<file path="src/rtl/random_stim_misr_harness.sv">
// Stimulus/compaction harness: Galois-LFSR channels feed a DUT, whose results are
// folded into a MISR signature. Burst or free-run issue, drain tracking, done flag.
module random_stim_misr_harness #(
    parameter int unsigned W           = 128,
    parameter int unsigned N_CH        = 2,
    parameter logic [W-1:0] POLY       = 'h87,
    parameter int unsigned SEED_BASE   = 3,
    parameter int unsigned SEED_STRIDE = 14,
    parameter int unsigned RES_W       = 128,
    parameter int unsigned SIG_W       = 32,
    parameter logic [SIG_W-1:0] MISR_POLY = SIG_W'(32'h04C11DB7),
    parameter logic [SIG_W-1:0] MISR_SEED = SIG_W'(32'hFFFFFFFF),
    parameter int unsigned DUT_LATENCY = 1,
    parameter int unsigned CNT_W       = 32
) (
    input  logic                  clk,
    input  logic                  reset,
    input  logic                  start,
    input  logic                  stop,
    input  logic [CNT_W-1:0]      burst_len,
    output logic [N_CH*W-1:0]     stim,
    output logic                  stim_valid,
    input  logic [RES_W-1:0]      dut_result,
    output logic [SIG_W-1:0]      signature,
    output logic [CNT_W-1:0]      vec_count,
    output logic                  busy,
    output logic                  done
);

    localparam int unsigned STIM_W  = N_CH * W;
    localparam int unsigned N_SLICE = RES_W / SIG_W;
    localparam int unsigned DRAIN_W = $clog2(DUT_LATENCY + 1);

    typedef enum logic [1:0] {S_IDLE, S_RUN, S_DRAIN, S_DONE} state_t;

    // Per-channel seeds; a zero seed would lock the LFSR, so it becomes 1.
    function automatic logic [STIM_W-1:0] seed_vec();
        logic [STIM_W-1:0] v;
        logic [W-1:0]      s;
        v = '0;
        for (int c = 0; c < int'(N_CH); c++) begin
            s = W'(SEED_BASE) + W'(c) * W'(SEED_STRIDE);
            if (s == '0) s = W'(1);
            v[c*W +: W] = s;
        end
        return v;
    endfunction

    // One Galois step on every channel.
    function automatic logic [STIM_W-1:0] lfsr_step(input logic [STIM_W-1:0] v);
        logic [STIM_W-1:0] n;
        logic [W-1:0]      s;
        n = '0;
        for (int c = 0; c < int'(N_CH); c++) begin
            s = v[c*W +: W];
            n[c*W +: W] = {s[W-2:0], 1'b0} ^ (s[W-1] ? POLY : '0);
        end
        return n;
    endfunction

    function automatic logic [SIG_W-1:0] misr_step(input logic [SIG_W-1:0] s);
        return {s[SIG_W-2:0], 1'b0} ^ (s[SIG_W-1] ? MISR_POLY : '0);
    endfunction

    function automatic logic [SIG_W-1:0] fold(input logic [RES_W-1:0] r);
        logic [SIG_W-1:0] f;
        f = '0;
        for (int i = 0; i < int'(N_SLICE); i++) f ^= r[i*SIG_W +: SIG_W];
        return f;
    endfunction

    localparam logic [STIM_W-1:0] SEEDS = seed_vec();

    state_t                 state_q, state_d;
    logic [STIM_W-1:0]      lfsr_q, lfsr_d;
    logic                   valid_q, valid_d;
    logic [SIG_W-1:0]       sig_q, sig_d;
    logic [CNT_W-1:0]       vec_q, vec_d;
    logic [CNT_W-1:0]       burst_q, burst_d;
    logic [DUT_LATENCY-1:0] vdl_q, vdl_d;
    logic [DRAIN_W-1:0]     drain_q, drain_d;
    logic                   busy_q, busy_d;
    logic                   done_q, done_d;
    logic                   last_vec;

    // Next-state, counters, LFSR advance and signature absorption.
    always_comb begin
        state_d = state_q;
        lfsr_d  = lfsr_q;
        sig_d   = sig_q;
        vec_d   = vec_q;
        burst_d = burst_q;
        drain_d = drain_q;
        last_vec = (burst_q != '0) && (vec_q == burst_q - CNT_W'(1));

        case (state_q)
            S_IDLE, S_DONE: begin
                if (start) begin
                    state_d = S_RUN;
                    lfsr_d  = SEEDS;
                    sig_d   = MISR_SEED;
                    vec_d   = '0;
                    burst_d = burst_len;
                end
            end
            S_RUN: begin
                vec_d = vec_q + CNT_W'(1);
                if (last_vec || stop) begin
                    state_d = S_DRAIN;
                    drain_d = '0;
                end else begin
                    lfsr_d = lfsr_step(lfsr_q);
                end
            end
            S_DRAIN: begin
                drain_d = drain_q + DRAIN_W'(1);
                if (drain_q == DRAIN_W'(DUT_LATENCY - 1)) state_d = S_DONE;
            end
            default: state_d = S_IDLE;
        endcase

        // Delay line tail is empty in IDLE/DONE, so this never collides with a start reload.
        if (vdl_q[DUT_LATENCY-1]) sig_d = misr_step(sig_q) ^ fold(dut_result);

        vdl_d   = DUT_LATENCY'({vdl_q, valid_q});
        valid_d = (state_d == S_RUN);
        busy_d  = (state_d == S_RUN) || (state_d == S_DRAIN);
        done_d  = (state_d == S_DONE);
    end

    // State and output registers with synchronous reset.
    always_ff @(posedge clk) begin
        if (reset) begin
            state_q <= S_IDLE;
            lfsr_q  <= SEEDS;
            valid_q <= 1'b0;
            sig_q   <= MISR_SEED;
            vec_q   <= '0;
            burst_q <= '0;
            vdl_q   <= '0;
            drain_q <= '0;
            busy_q  <= 1'b0;
            done_q  <= 1'b0;
        end else begin
            state_q <= state_d;
            lfsr_q  <= lfsr_d;
            valid_q <= valid_d;
            sig_q   <= sig_d;
            vec_q   <= vec_d;
            burst_q <= burst_d;
            vdl_q   <= vdl_d;
            drain_q <= drain_d;
            busy_q  <= busy_d;
            done_q  <= done_d;
        end
    end

    assign stim       = lfsr_q;
    assign stim_valid = valid_q;
    assign signature  = sig_q;
    assign vec_count  = vec_q;
    assign busy       = busy_q;
    assign done       = done_q;

endmodule

</file>
<file path="config.mk">
export PLATFORM = sky130hd
export DESIGN_NAME = random_stim_misr_harness
export DESIGN_NICKNAME = d
export VERILOG_FILES = /design/src/rtl/random_stim_misr_harness.sv
export SDC_FILE = /design/constraint.sdc
export NUM_CORES = 1
export LEC_CHECK = 0
export CAP_MARGIN = 20
export CORE_AREA = 2 2 191 193
export CTS_CLUSTER_SIZE = 16
export DETAILED_ROUTE_END_ITERATION = 8
export DIE_AREA = 0 0 193 195
export HOLD_SLACK_MARGIN = 0.02
export PLACE_DENSITY = 0.74
export SLEW_MARGIN = 20
export SYNTH_ARGS = -nofsm -noshare
export SYNTH_HDL_FRONTEND = slang
export SYNTH_SLANG_ARGS = --single-unit
</file>
<file path="constraint.sdc">
create_clock -name clk -period 4.1 [get_ports clk]
set_clock_uncertainty 0.15 [all_clocks]
set_input_delay 0.82 -clock clk [delete_from_list [all_inputs] [get_ports clk]]
set_output_delay 0.82 -clock clk [all_outputs]
set_load 0.01 [all_outputs]
</file>
==> results.yml <==
synthesis:
  ys.warnings.count: 0
  ys.flop_type: "dfxtp_1"
  synth_fp_nets: 1871
  async_flop_share_pct: 0
  yosysTopAreaCell: "dfxtp_1"
  synth.top_cell.area_share_pct: 46.0
  avgSynthCellArea_um2: 9.19
  synth_seq_cells: 359
  syn_area_um2: 15600
  ys_types: 70
  synth_area_leaders: "dfxtp_1 46%, o32ai_1 14%, xnor2_1 9.2%"
  yosysSeqAreaShare_pct: 46.0
  syn_inst: 1701
  synth_edf_count: 0
outcome:
  status: "finished clean"
flow_run:
  max-cap-violations: 0
clocking:
  cts_tree: "built"
  post_cts_hold_buffer_count: 0
  cts_buffers: 38
  insertion_delay_ps: 550
  h-tree-depth: 2
  cts-root-buf: "clkbuf_16"
  cts.path.max_buffers: 3
  cts_resized: 0
  post_cts_buffers: 0
  clk_pin_slew_ps: 60
  clock_sinks: 359
timing:
  finalHoldWorstSlack_ps: 302
  slew_viol_final: 0
  relSlewSlack_pct: 42.9
  rsz0062_at_grt: "false"
  hold_viol: 0
  period_share_pct: 91.9
  finalSetupViolations: 0
  fmax_ghz: 0.265
  tightest_slew_ps: 846
  fin_tns_setup_ps: 0
  fin_ws_ps: 332
  fin_crit_ps: 3770
final_layout:
  fin_nets: 2292
  final_cell_mix: "485 x clkdlybuf4s50_1, 358 x dfxtp_1, 260 x inv_1"
  fin_cells: 2610
  seq_area_um2: 7190
  multiInputGateArea_um2: 6820
  areaGrowthSynthToFinish_pct: 41.0
  fin_util_pct: 62.3
  mostFrequentLayoutCell: "clkdlybuf4s50_1"
  num-fill-cells: 2930
  fin_area_um2: 22000
  drive_gt1_share_pct: 6.33
worst_setup_path:
  reg2reg_depth: 12
  slowest_delay_ps: 600
  path_delay_family: "simple AND/OR/NAND/NOR gates"
  endpoint_kind: "register"
  critical_path_class: "reg -> reg"
  regToRegSetupSlack_ps: 330
  path_buf_inv: 1
  critPathSlowestCell: "or4b_4"
  path_depth: 12
  reg2reg_from: "burst_q[0]"
  worst_setup_path_start_kind: "register"
  cpMostUsedCell: "ha_1"
  critPathArrivalTime_ps: 4090
  cp_max_fo: 8
  path_cells: "inv_1, ha_1, nor4b_4, nand4_1, xnor2_1, nor4b_1, o2111ai_1, or4b_4, o21ai_0, a21oi_1, ha_1, nor2_1"
  r2r_end: "busy"
  cp.required_ps: 4420
global_routing:
  antenna_found_initial: 1
  grt_pass1_vias: 13713
  track_usage_pct: 25.2
  grt.overflow.total: 0
  grt_pass1_wl_mm: 74.9
  grt_max_degree: 156
die:
  die_x_um: 193
  fp-row-count: 69
  start_util_pct: 44.2
  core_um2: 35400
  die_h_um: 195
  design.die.area_um2: 37600
  io_pins: 487
worst_hold_path:
  whs_endpoint: "vdl_q"
  hp-class: "reg -> reg"
  hold_path.startpoint: "stim_valid"
  hold_path_depth: 1
power_and_ir_drop:
  p_total_mw: 9.80
  p_leak_nw: 7.06
  power_density_nw_per_um2: 445
  clkPwrFrac_pct: 34.0
  vdd_drop_max_mv: 0.405
  power_frac_comb_pct: 27.1
  sw_frac_of_total_pct: 32.6
  internal_power_mw: 6.61
  p_switching_mw: 3.19
  pwr-share-seq_pct: 38.9
detailed_routing:
  drc: 0
  drt-vias-per-instance: 5.32
  vias: 13884
  postRouteAntennaNets: 0
  drtIter0Drc: 623
  firstDrtPassIters: 5
  postRouteWirelength_mm: 49.4
  avgRoutedWirePerCell_um: 18.9
placement:
  placed_area_um2: 20800
  place_ws_ps: 334
  dp_cells: 2543
  io_buffers: 486
  place_congestion: 0.886
  place_hpwl_mm: 36.2
## registers in the layout, indices dropped and copies added (netlist names)
register / cells
stim: 256
burst_q: 32
signature: 32
vec_count: 32
state_q: 2
busy: 1
done: 1
drain_q: 1
stim_valid: 1
vdl_q: 1
## how the worst max path moves through the flow
| stage | start | end | slack [ps] |
|---|---|---|---|
| 2_1_floorplan | burst_q[19] | busy | 810 |
| 3_3_place_gp | burst_q[0] | busy | 430 |
| 3_5_place_dp | burst_q[0] | stim_valid | 330 |
| 4_1_cts | burst_q[0] | busy | 300 |
| 5_1_grt | burst_q[0] | done | 80 |
| 6_report | burst_q[0] | busy | 330 |
## cell type report
| type | count | area share (%) |
|---|---|---|
| timing repair buffer | 513 | 23.9 |
| sequential | 359 | 32.6 |
| clock buffer | 58 | 5.11 |
| antenna | 1 | 0.0114 |
| multi-input combinational | 950 | 30.9 |
| tap | 461 | 2.62 |
| clock inverter | 8 | 0.335 |
| inverter | 260 | 4.43 |
## cells in the mapped netlist, types with 3 or more instances
| cell type | count |
|---|---|
| dfxtp_1 | 359 |
| inv_1 | 260 |
| o32ai_1 | 249 |
| xnor2_1 | 164 |
| nand2_1 | 90 |
| a21oi_1 | 80 |
| clkbuf_1 | 72 |
| nor3_1 | 56 |
| nor2_1 | 55 |
| xor2_1 | 49 |
| or2_2 | 35 |
| buf_2 | 33 |
| nand3_1 | 20 |
| buf_6 | 19 |
| o21ai_0 | 18 |
| or3_1 | 13 |
| nor4_1 | 9 |
| and3_1 | 8 |
| nor2b_1 | 7 |
| buf_1 | 6 |
| ha_1 | 6 |
| a211oi_1 | 5 |
| and2_1 | 5 |
| nand4_1 | 5 |
| a41oi_1 | 4 |
| and4_1 | 4 |
| nand2b_1 | 4 |
| o32a_1 | 4 |
| a221oi_1 | 3 |
| nand3b_1 | 3 |
| o2111ai_1 | 3 |
| o2bb2ai_1 | 3 |
| o31ai_1 | 3 |
## routing by layer
metal	vias up	part of all wire (%)	global-route usage (%)	wire length [µm]
li1	6775	-	-	-
met3	76	8.9	8.05	4410
met2	453	51	45.6	25000
met1	6580	37	27.1	18500
met5	-	0	0	0
met4	0	3.1	9.51	1510
## cell families (layout without fill, tap and decap cells)
logic type,count (synthesis),count (layout),share of synthesized area (%)
buffers and inverters,392,839,10.6
flip-flops,359,359,46.0
AO/OA/AOI/OAI,397,397,19.8
AND/OR/NAND/NOR,332,332,11.0
adder cells (fa/ha/maj),6,6,0.480
other,0,1,0
multiplexers,2,2,0.128
XOR/XNOR,213,213,11.9
## power groups by stage
| stage | logic, mW | clock network, mW | registers [mW] |
|---|---|---|---|
| final | 2.66 | 3.33 | 3.81 |
| after global routing | 2.90 | 3.53 | 3.83 |
| after CTS | 2.65 | 3.39 | 3.81 |
| after detailed placement | 2.63 | 0 | 3.88 |
| after global placement | 2.62 | 0 | 3.88 |
| after floorplan | 1.83 | 0 | 3.81 |
Power figures use the tool's default switching activity.
